===== src/rtl/alu_pkg.sv =====
// Shared encodings for the ALU issue sequencer: opcodes, R-type functs,
// FSM states and instruction field positions.
package alu_pkg;

    localparam logic [5:0] OP_RTYPE = 6'h00;
    localparam logic [5:0] OP_BEQ   = 6'h04;
    localparam logic [5:0] OP_ADDI  = 6'h08;
    localparam logic [5:0] OP_SLTI  = 6'h0A;
    localparam logic [5:0] OP_ANDI  = 6'h0C;
    localparam logic [5:0] OP_ORI   = 6'h0D;

    localparam logic [5:0] FN_ADD = 6'h20;
    localparam logic [5:0] FN_SUB = 6'h22;
    localparam logic [5:0] FN_AND = 6'h24;
    localparam logic [5:0] FN_OR  = 6'h25;
    localparam logic [5:0] FN_SLT = 6'h2A;

    localparam int unsigned OP_MSB  = 31;
    localparam int unsigned OP_LSB  = 26;
    localparam int unsigned RS_MSB  = 25;
    localparam int unsigned RS_LSB  = 21;
    localparam int unsigned RT_MSB  = 20;
    localparam int unsigned RT_LSB  = 16;
    localparam int unsigned RD_MSB  = 15;
    localparam int unsigned RD_LSB  = 11;
    localparam int unsigned FN_MSB  = 5;
    localparam int unsigned FN_LSB  = 0;
    localparam int unsigned IMM_MSB = 15;
    localparam int unsigned IMM_LSB = 0;

    typedef enum logic [1:0] {
        ST_IDLE,
        ST_DECODE,
        ST_EXEC,
        ST_RESP
    } state_t;

    function automatic logic [31:0] sext16(input logic [15:0] v);
        return {{16{v[15]}}, v};
    endfunction

    function automatic logic [31:0] zext16(input logic [15:0] v);
        return {16'h0000, v};
    endfunction

endpackage


===== src/rtl/alu_issue_regfile.sv =====
// Register file: two async read ports, one sync write port, R0 reads zero.
// Indices at or beyond NUM_REGS read zero and drop writes.
module alu_issue_regfile
    import alu_pkg::*;
#(
    parameter int unsigned NUM_REGS      = 32,
    parameter logic [31:0] REG_RESET_VAL = 32'h0000_0000
) (
    input  logic        clk,
    input  logic        rst_n,
    input  logic [4:0]  i_raddr_a,
    input  logic [4:0]  i_raddr_b,
    output logic [31:0] o_rdata_a,
    output logic [31:0] o_rdata_b,
    input  logic        i_we,
    input  logic [4:0]  i_waddr,
    input  logic [31:0] i_wdata
);

    logic [31:0] r_regs [NUM_REGS];

    // Asynchronous read ports; zero for R0 and out-of-range indices
    always_comb begin
        o_rdata_a = '0;
        o_rdata_b = '0;
        if (i_raddr_a != 5'd0 && 32'(i_raddr_a) < NUM_REGS) o_rdata_a = r_regs[i_raddr_a];
        if (i_raddr_b != 5'd0 && 32'(i_raddr_b) < NUM_REGS) o_rdata_b = r_regs[i_raddr_b];
    end

    // Synchronous write port with async reset of every entry
    always_ff @(posedge clk or negedge rst_n) begin
        if (!rst_n) begin
            for (int unsigned i = 0; i < NUM_REGS; i++) r_regs[i] <= REG_RESET_VAL;
        end else if (i_we && i_waddr != 5'd0 && 32'(i_waddr) < NUM_REGS) begin
            r_regs[i_waddr] <= i_wdata;
        end
    end

endmodule


===== src/rtl/alu_issue_seq.sv =====
// ALU issue sequencer: accepts MIPS-style instructions, translates them into
// R-type ALU operations, writes back the result and returns a response.
module alu_issue_seq
    import alu_pkg::*;
#(
    parameter int unsigned NUM_REGS      = 32,
    parameter logic [31:0] REG_RESET_VAL = 32'h0000_0000
) (
    input  logic        clk,
    input  logic        rst_n,
    input  logic        instr_valid,
    output logic        instr_ready,
    input  logic [31:0] instr,
    output logic [5:0]  alu_opcode,
    output logic [5:0]  alu_func,
    output logic [31:0] alu_a,
    output logic [31:0] alu_b,
    input  logic [31:0] alu_result,
    input  logic        alu_zero,
    output logic        rsp_valid,
    input  logic        rsp_ready,
    output logic [31:0] rsp_data,
    output logic        rsp_zero,
    output logic [4:0]  rsp_rd,
    output logic        rsp_branch_taken,
    output logic        rsp_illegal
);

    state_t      r_state;
    logic [31:0] r_instr;
    logic        r_instr_ready;
    logic [5:0]  r_alu_opcode, r_alu_func;
    logic [31:0] r_alu_a, r_alu_b;
    logic [4:0]  r_dest;
    logic        r_illegal, r_beq;
    logic        r_rsp_valid, r_rsp_zero, r_rsp_taken, r_rsp_illegal;
    logic [31:0] r_rsp_data;
    logic [4:0]  r_rsp_rd;

    logic [5:0]  w_op, w_funct;
    logic [4:0]  w_rs, w_rt, w_rd;
    logic [15:0] w_imm;
    logic [31:0] w_rs_data, w_rt_data;
    logic [5:0]  w_func;
    logic [31:0] w_a, w_b;
    logic [4:0]  w_dest;
    logic        w_illegal, w_beq, w_we;

    assign w_op    = r_instr[OP_MSB:OP_LSB];
    assign w_rs    = r_instr[RS_MSB:RS_LSB];
    assign w_rt    = r_instr[RT_MSB:RT_LSB];
    assign w_rd    = r_instr[RD_MSB:RD_LSB];
    assign w_funct = r_instr[FN_MSB:FN_LSB];
    assign w_imm   = r_instr[IMM_MSB:IMM_LSB];

    assign w_we = (r_state == ST_EXEC) && !r_illegal && (r_dest != 5'd0);

    alu_issue_regfile #(
        .NUM_REGS      (NUM_REGS),
        .REG_RESET_VAL (REG_RESET_VAL)
    ) u_regfile (
        .clk       (clk),
        .rst_n     (rst_n),
        .i_raddr_a (w_rs),
        .i_raddr_b (w_rt),
        .o_rdata_a (w_rs_data),
        .o_rdata_b (w_rt_data),
        .i_we      (w_we),
        .i_waddr   (r_dest),
        .i_wdata   (alu_result)
    );

    // Translate the latched instruction into R-type ALU operands and a destination
    always_comb begin
        w_func    = FN_ADD;
        w_a       = '0;
        w_b       = '0;
        w_dest    = '0;
        w_illegal = 1'b1;
        w_beq     = 1'b0;
        case (w_op)
            OP_RTYPE: begin
                if (w_funct inside {FN_ADD, FN_SUB, FN_AND, FN_OR, FN_SLT}) begin
                    w_func = w_funct; w_a = w_rs_data; w_b = w_rt_data;
                    w_dest = w_rd; w_illegal = 1'b0;
                end
            end
            OP_ADDI: begin
                w_func = FN_ADD; w_a = w_rs_data; w_b = sext16(w_imm);
                w_dest = w_rt; w_illegal = 1'b0;
            end
            OP_SLTI: begin
                w_func = FN_SLT; w_a = w_rs_data; w_b = sext16(w_imm);
                w_dest = w_rt; w_illegal = 1'b0;
            end
            OP_ANDI: begin
                w_func = FN_AND; w_a = w_rs_data; w_b = zext16(w_imm);
                w_dest = w_rt; w_illegal = 1'b0;
            end
            OP_ORI: begin
                w_func = FN_OR; w_a = w_rs_data; w_b = zext16(w_imm);
                w_dest = w_rt; w_illegal = 1'b0;
            end
            OP_BEQ: begin
                w_func = FN_SUB; w_a = w_rs_data; w_b = w_rt_data;
                w_illegal = 1'b0; w_beq = 1'b1;
            end
            default: ;
        endcase
    end

    // Sequencer FSM with registered ALU drive and response outputs
    always_ff @(posedge clk or negedge rst_n) begin
        if (!rst_n) begin
            r_state       <= ST_IDLE;
            r_instr       <= '0;
            r_instr_ready <= 1'b1;
            r_alu_opcode  <= '0;
            r_alu_func    <= '0;
            r_alu_a       <= '0;
            r_alu_b       <= '0;
            r_dest        <= '0;
            r_illegal     <= 1'b0;
            r_beq         <= 1'b0;
            r_rsp_valid   <= 1'b0;
            r_rsp_data    <= '0;
            r_rsp_zero    <= 1'b0;
            r_rsp_rd      <= '0;
            r_rsp_taken   <= 1'b0;
            r_rsp_illegal <= 1'b0;
        end else begin
            case (r_state)
                ST_IDLE: begin
                    if (instr_valid) begin
                        r_instr       <= instr;
                        r_instr_ready <= 1'b0;
                        r_state       <= ST_DECODE;
                    end
                end
                ST_DECODE: begin
                    r_alu_opcode <= OP_RTYPE;
                    r_alu_func   <= w_func;
                    r_alu_a      <= w_a;
                    r_alu_b      <= w_b;
                    r_dest       <= w_dest;
                    r_illegal    <= w_illegal;
                    r_beq        <= w_beq;
                    r_state      <= ST_EXEC;
                end
                ST_EXEC: begin
                    r_rsp_data    <= alu_result;
                    r_rsp_zero    <= alu_zero;
                    r_rsp_rd      <= w_we ? r_dest : 5'd0;
                    r_rsp_taken   <= r_beq & alu_zero;
                    r_rsp_illegal <= r_illegal;
                    r_rsp_valid   <= 1'b1;
                    r_state       <= ST_RESP;
                end
                ST_RESP: begin
                    if (rsp_ready) begin
                        r_rsp_valid   <= 1'b0;
                        r_instr_ready <= 1'b1;
                        r_state       <= ST_IDLE;
                    end
                end
                default: begin
                    r_instr_ready <= 1'b1;
                    r_rsp_valid   <= 1'b0;
                    r_state       <= ST_IDLE;
                end
            endcase
        end
    end

    assign instr_ready      = r_instr_ready;
    assign alu_opcode       = r_alu_opcode;
    assign alu_func         = r_alu_func;
    assign alu_a            = r_alu_a;
    assign alu_b            = r_alu_b;
    assign rsp_valid        = r_rsp_valid;
    assign rsp_data         = r_rsp_data;
    assign rsp_zero         = r_rsp_zero;
    assign rsp_rd           = r_rsp_rd;
    assign rsp_branch_taken = r_rsp_taken;
    assign rsp_illegal      = r_rsp_illegal;

endmodule

===== config.mk =====
export PLATFORM = sky130hd
export DESIGN_NAME = alu_issue_seq
export DESIGN_NICKNAME = d
export VERILOG_FILES = /design/src/rtl/alu_pkg.sv /design/src/rtl/alu_issue_regfile.sv /design/src/rtl/alu_issue_seq.sv
export SDC_FILE = /design/constraint.sdc
export NUM_CORES = 2
export LEC_CHECK = 0
export CORE_MARGIN = 5
export CORE_UTILIZATION = 40
export CTS_CLUSTER_DIAMETER = 120
export DETAILED_ROUTE_END_ITERATION = 8
export GPL_TIMING_DRIVEN = 0
export PLACE_DENSITY = 0.68
export SETUP_SLACK_MARGIN = 0.1
export SLEW_MARGIN = 15
export SYNTH_ARGS = -nofsm -noshare
export SYNTH_HDL_FRONTEND = slang
export SYNTH_HIERARCHICAL = 1
export SYNTH_SLANG_ARGS = --single-unit

===== constraint.sdc =====
create_clock -name clk -period 2.65 [get_ports clk]
set_input_delay 0.265 -clock clk [delete_from_list [all_inputs] [get_ports clk]]
set_output_delay 0.265 -clock clk [all_outputs]
set_load 0.02 [all_outputs]

======== After elaboration in Yosys (flattened, before gate mapping) ========
Index checks and enable logic that the tools add are counted.
cells by class
  multiplexer cells ....................... 31
  reduce and logical (&&, ||, !) cells .... 21
  magnitude comparators ................... 4
  eq/ne operators ......................... 15
  bitwise gates (word level) .............. 4
operators by type and width
  operator              number
  $bwmux W1024          1
  $bmux W32 S5          2
  $mux W32              9
  $demux W32 S5         1
  $pmux W32 S4          1
  $pmux W32 S2          1
  $eq A6 B6 Y1 const B  5
  $pmux W6 S5           1
  $eq A6 B4 Y1 const B  4
  $reduce_bool A5 Y1    4
  $ge A6 B6 Y1 const B  3
  $not A5 Y6            3
  $mux W5               2
  $pmux W5 S2           1
  $pmux W2 S4           1
  $eq A6 B3 Y1 const B  1
  $logic_not A6 Y1      1
  $lt A6 B1 Y1 const B  1
  $mux W6               1
  $pmux W1 S2           3
  $reduce_and A2 Y1     3
  $mux W1               5
  $reduce_or A5 Y1      1
  $eq A2 B2 Y1 const B  2
  11 further kinds      18
storage, ports and cells
  register bits ........................... 1177
  output and inout bits ................... 118
  word-level logic and storage cells ...... 122
  input port bits ......................... 69

======== Logic depth before layout (Yosys ltp) ========
  depth in word-level cells ............... 7
  gate-level depth with buffers ........... 11
  mapped depth without buffers ............ 8

======== By module ========
The synthesis kept the hierarchy.
by module, submodules not included
  module             times used  seq. area each (um2)  area each (um2)  cells each
  alu_issue_regfile  1           25624.6               54237.0          3645
  alu_issue_seq      1           3829.9                6281.0           465

======== Worst setup path before layout ========
Ideal clock, no wire load.
  path kind ............................... register to register
  from .................................... reg r_state[0]
  to ...................................... reg u_regfile/r_regs[225] in the netlist's numbering
  stages on the path, launching flop included .. 10
  library setup time ...................... 0.125 ns
  arrival ................................. 2.720 ns
  buffers on the path ..................... 2
  data required time ...................... 2.525 ns
  setup slack ............................. -0.195 ns
  clock period less this slack ............ 2.845 ns
  path through ............................ dfrtp_1 inv_1 ha_1 clkbuf_1 nor2b_1 o21a_1 or3b_2 nor2_1 buf_2 mux2_2
on the way
  cells in the longest elaborated chain, start to end .. 4
ends and longest elaborated chain
  item                               line                     text
  from (decl)                        alu_issue_seq.sv:29      state_t r_state;
  from (signal assigned)             alu_issue_seq.sv:115     r_state <= ST_IDLE;
  from (signal assigned)             alu_issue_seq.sv:137     r_state <= ST_DECODE;
  from (signal assigned)             alu_issue_seq.sv:148     r_state <= ST_EXEC;
  $eq A2 B2 Y1                       alu_issue_seq.sv:56      assign w_we = (r_state == ST_EXEC) && !r_illegal && (r_dest != 5'd0);
  $logic_and A1 B1 Y1 (2 in series)  alu_issue_seq.sv:56
  named net w_we                     alu_issue_seq.sv:47      logic w_illegal, w_beq, w_we;
  $logic_and A1 B1 Y1                alu_issue_regfile.sv:34  end else if (i_we && i_waddr != 5'd0 && 32'(i_waddr) < NUM_REGS) begin
  to (signal, indexed assignment)    alu_issue_regfile.sv:35  r_regs[i_waddr] <= i_wdata;
  to (decl)                          alu_issue_regfile.sv:20  logic [31:0] r_regs [NUM_REGS];
The timed path passes the listed nets, and every way through them passes these cells.
A chain may end at the register's enable or synchronous reset.

======== Worst setup path in the final report ========
  from .................................... reg r_instr[16]
  to ...................................... reg r_alu_b[26] (netlist: alu_b[26])
on the way
  cells in the longest elaborated chain, start to end .. 7
  elaborated cells between the ends (all ways) .. 8
  those cells by class .................... mux (6); bitwise (1); reduce/logical (1)
ends and longest elaborated chain
  item                                          line                     text
  from (decl)                                   alu_issue_seq.sv:30      logic [31:0] r_instr;
  from (signal assigned)                        alu_issue_seq.sv:135     r_instr <= instr;
  $not A5 Y6 (implied by the code)              alu_issue_regfile.sv:27  if (i_raddr_b != 5'd0 && 32'(i_raddr_b) < NUM_REGS) o_rdata_b = r_regs[i_raddr_b];
  $bmux W32 S5                                  alu_issue_regfile.sv:27
  $mux W32 (implied by the code) (2 in series)  alu_issue_regfile.sv:27
  $mux W32 (*)                                  alu_issue_regfile.sv:27
  named net w_rt_data[26]                       alu_issue_seq.sv:43      logic [31:0] w_rs_data, w_rt_data;
  $mux W32                                      alu_issue_seq.sv:83      if (w_funct inside {FN_ADD, FN_SUB, FN_AND, FN_OR, FN_SLT}) begin
  $pmux W32 S4 (*)                              alu_issue_seq.sv:81      case (w_op)
  to (signal assigned)                          alu_issue_seq.sv:144     r_alu_b <= w_b;
  to (decl)                                     alu_issue_seq.sv:33      logic [31:0] r_alu_a, r_alu_b;
Mark *: on every way through the listed nets, which the timed path passes. The rest lies on a longest branch. The select of a mux whose other input is x is not followed.

==> results.md <==
* Power Total at between 80000 and 90000 uW
* Synth unique cells at 63
* Total grt overflow at 0
* Via count at 44300
* Comb power frac at 0.512
* Residual DRC count at 0
* Nets at 4681
* Final worst slack at -279 ps
* Async S/R FF share, synth at 1.00
* Type of the worst setup path: flip-flop to flip-flop
* Slew Limit Headroom at 0.0982
* Core Area at 150000 um^2
* Final Hold Vio Count at between 90 and 100
* Synth Warn # at 6
* Status: finished, violations left
* Post-DP HPWL at 166 mm
* Startpoint types: flip-flop
* Vias in the first global route at approximately 44000
* Worst Setup End Kind: flip-flop
* Sw Pwr at 33500 uW
* Hold Buf Count CTS at 1
* Register area at a little under 30000 um^2
* Worst skew pair latency at about 800 ps
* Vias per cell at between 6 and 7
* Post-synth top area cell: dfrtp_1
* FMAX at roughly 340 MHz
* Die W at 399 um
* LEAKAGE at 0.0327 uW
* Post-Syn Instances at 4110
* Area of the multi-input gates at 31500 um^2
* Cell internal pwr at between 40000 and 50000 uW
* Minimum clock period at 2930 ps
* Largest net degree at the start of global routing at ~150
* Share of cells above drive strength 1 at 0.536
* Area delta synth->final at 26.8%
* Max cap viols at 0
* DR pass1 iterations at 8
* Data arrival time of the critical path at 3590 ps
* Pwr Density at 1060 nW/um^2
* CP max FO at 6
* Row Count at 142
* DR WL/cell at 36.6 um
* Worst slew pin tran at 1350 ps
* Clock power share at 0.238
* Top cells by area, synth: dfrtp_1 (49%), mux2_2 (20%), mux4_2 (15%), mux2i_1 (4.1%), clkbuf_1 (1.6%)
* First-pass GRT wire length at 334 mm
* Post-synthesis sequential area ratio at 0.487
* Initial antenna violation count at 7
* Setup TNS at -6530 ps
* Failing checks: hold timing, setup timing
* Hold slack at -289 ps
* Unrepaired setup endpoints after global routing: yes
* Die Ht at 399 um
* Post-placement worst setup slack at -2030 ps
* FILL cells at 12200
* CTS buffer count at 135
* Gr usage total at 0.296
* Clock Root Buffer: clkbuf_16
* Die area at 159000 um^2
* GPL Wtd Cong at 0.998
* Worst EP required at around 3300 ps
* Final setup violation count at 42
* Slew Limit Fails at 0
* Maximum vdd drop at slightly above 700 uV
* Clock net sink count at 1177
* # port buffers at 180
* Reg clk slew, reported paths at 60 ps
* Hold Path Class: primary input to asynchronous set/reset pin
* I/O pin cnt at between 150 and 200
* Syn Area/Cell at 14.7 um^2
* Reg power frac at 0.250
* Final Skew at 31.1 ps
* Switching Share at 0.412
* CTS tree: yes
* Commonest cells post-synth: dfrtp_1 (1176), mux2_2 (1100), mux4_2 (407), clkbuf_1 (259), mux2i_1 (250)
* Top-count cell post-synth: dfrtp_1
* H-tree depth at 4
* Synth top area share at 0.486
* Post-synth EDFFs at 0
* Period utilization at 1.11
* Antenna Nets Post-Route at 0
* Main synth FF type: dfrtp_1
* Initial Util at 0.403
* Yosys reg bits at 1177
* Final wirelength at 246 mm
* Clock Tree Buf Depth at 3
* Iter 0 DRT Violations at 6199
* Post-Synthesis Cell Area at approximately 61000 um^2
## final timing paths
kind	end	cells after the start	from	slack (ps)
setup / recovery	alu_b[26]$_DFFE_PN0N_	9	r_instr[16]$_DFFE_PN0P_	-280
hold / removal	u_regfile/r_regs[933]$_DFFE_PN0P_	2	rst_n	-290
setup reg to reg	alu_b[26]$_DFFE_PN0N_	9	r_instr[16]$_DFFE_PN0P_	-280
hold reg to reg	alu_func[5]$_DFFE_PN0N_	1	alu_func[5]$_DFFE_PN0N_	460
max in group asynchronous	u_regfile/r_regs[249]$_DFFE_PN0P_	5	rst_n	720
min in group clk	r_instr[24]$_DFFE_PN0P_	2	instr[24]	90
## power by group through the flow
| stage | Combinational (uW) | Sequential [uW] | Clock [uW] |
|---|---|---|---|
| after global placement | 30000 | 20600 | 0 |
| after CTS | 34400 | 20300 | 19600 |
| after detailed placement | 30400 | 20600 | 0 |
| final | 41600 | 20300 | 19400 |
| after global routing | 41800 | 20500 | 20300 |
| after floorplan | 16000 | 21000 | 0 |
## logic make-up (layout without fill, tap and decap cells)
family          after synthesis  after routing  synth area share
compound gates              423            423            0.0549
flops                      1177           1177             0.487
buf+inv                     476           1074            0.0353
mux                        1758           1758             0.398
other cells                   1             14         0.0000620
simple gates                270            270            0.0243
fa+ha+maj                     5              5           0.00103
## timing repair
| item | CTS | global route |
|---|---|---|
| setup buffers | 36 | 103 |
| gates resized for setup | 831 | 561 |
| cloned | 5 | 22 |
| endpoints found under the setup margin | 1078 | 1252 |
| endpoints found under the hold margin | 178 | 95 |
| pin swaps | 37 | 102 |
## layout by cell type, fill, tap and decap left out, drive strengths merged, types with 18 or more instances in the layout
cell and instances:
a21oi 38, clkinv 27, o2bb2ai 37, a211oi 49, mux4 407, dfrtp 1176, and2 18, mux2 1101
a221o 32, nor3 49, mux2i 250, buf 363, nand2 58, clkbuf 476, a22oi 64, o221ai 29
o22ai 49, nor2 29, a22o 54, nor2b 58, clkdlybuf4s50 179, a2111oi 30
## registers in the layout, indices dropped and copies added (netlist names), 2 cells and up
name and flops:
r_state 2, alu_b 32, rsp_data 32, u_regfile/r_regs 1024, r_dest 5, rsp_rd 5
r_instr 32, alu_func 6, alu_a 32
## per-stage QoR
stage	cells	cell area, um^2	util	hold slack (ps)
after floorplan	4115	60600	-	-30.6
after global placement	6311	64900	0.432	452
after detailed placement	6322	65200	0.434	254
after CTS	6606	72800	0.485	53.7
after global routing	6730	76700	0.511	-262
final	6737	76800	0.511	-289
## final cells by class
type,count,area share
flip-flops and latches,1177,0.384
multi-input cells,2462,0.410
well taps,2016,0.0329
clock buffers,202,0.0529
plain buffers,460,0.0565
repair buffers,358,0.0560
diodes,8,0.000261
clock inverters,41,0.00663
inverters,13,0.000652
## worst max-delay path, cell delays in order, from the launching register on
cell	delay, ps
dfrtp_2	400
buf_12	180
buf_16	190
buf_16	170
buf_16	160
buf_12	140
mux4_2	530
a211oi_4	590
nor3_4	100
a221o_1	300
## per-layer routing
layer,global-route usage,vias up,part of all wire
met2,0.421,3302,0.42
met5,0,-,0.00017
li1,-,16900,-
met1,0.377,23400,0.36
met3,0.119,798,0.14
met4,0.183,6,0.077
Note: power is estimated with default switching activity, not from simulation.
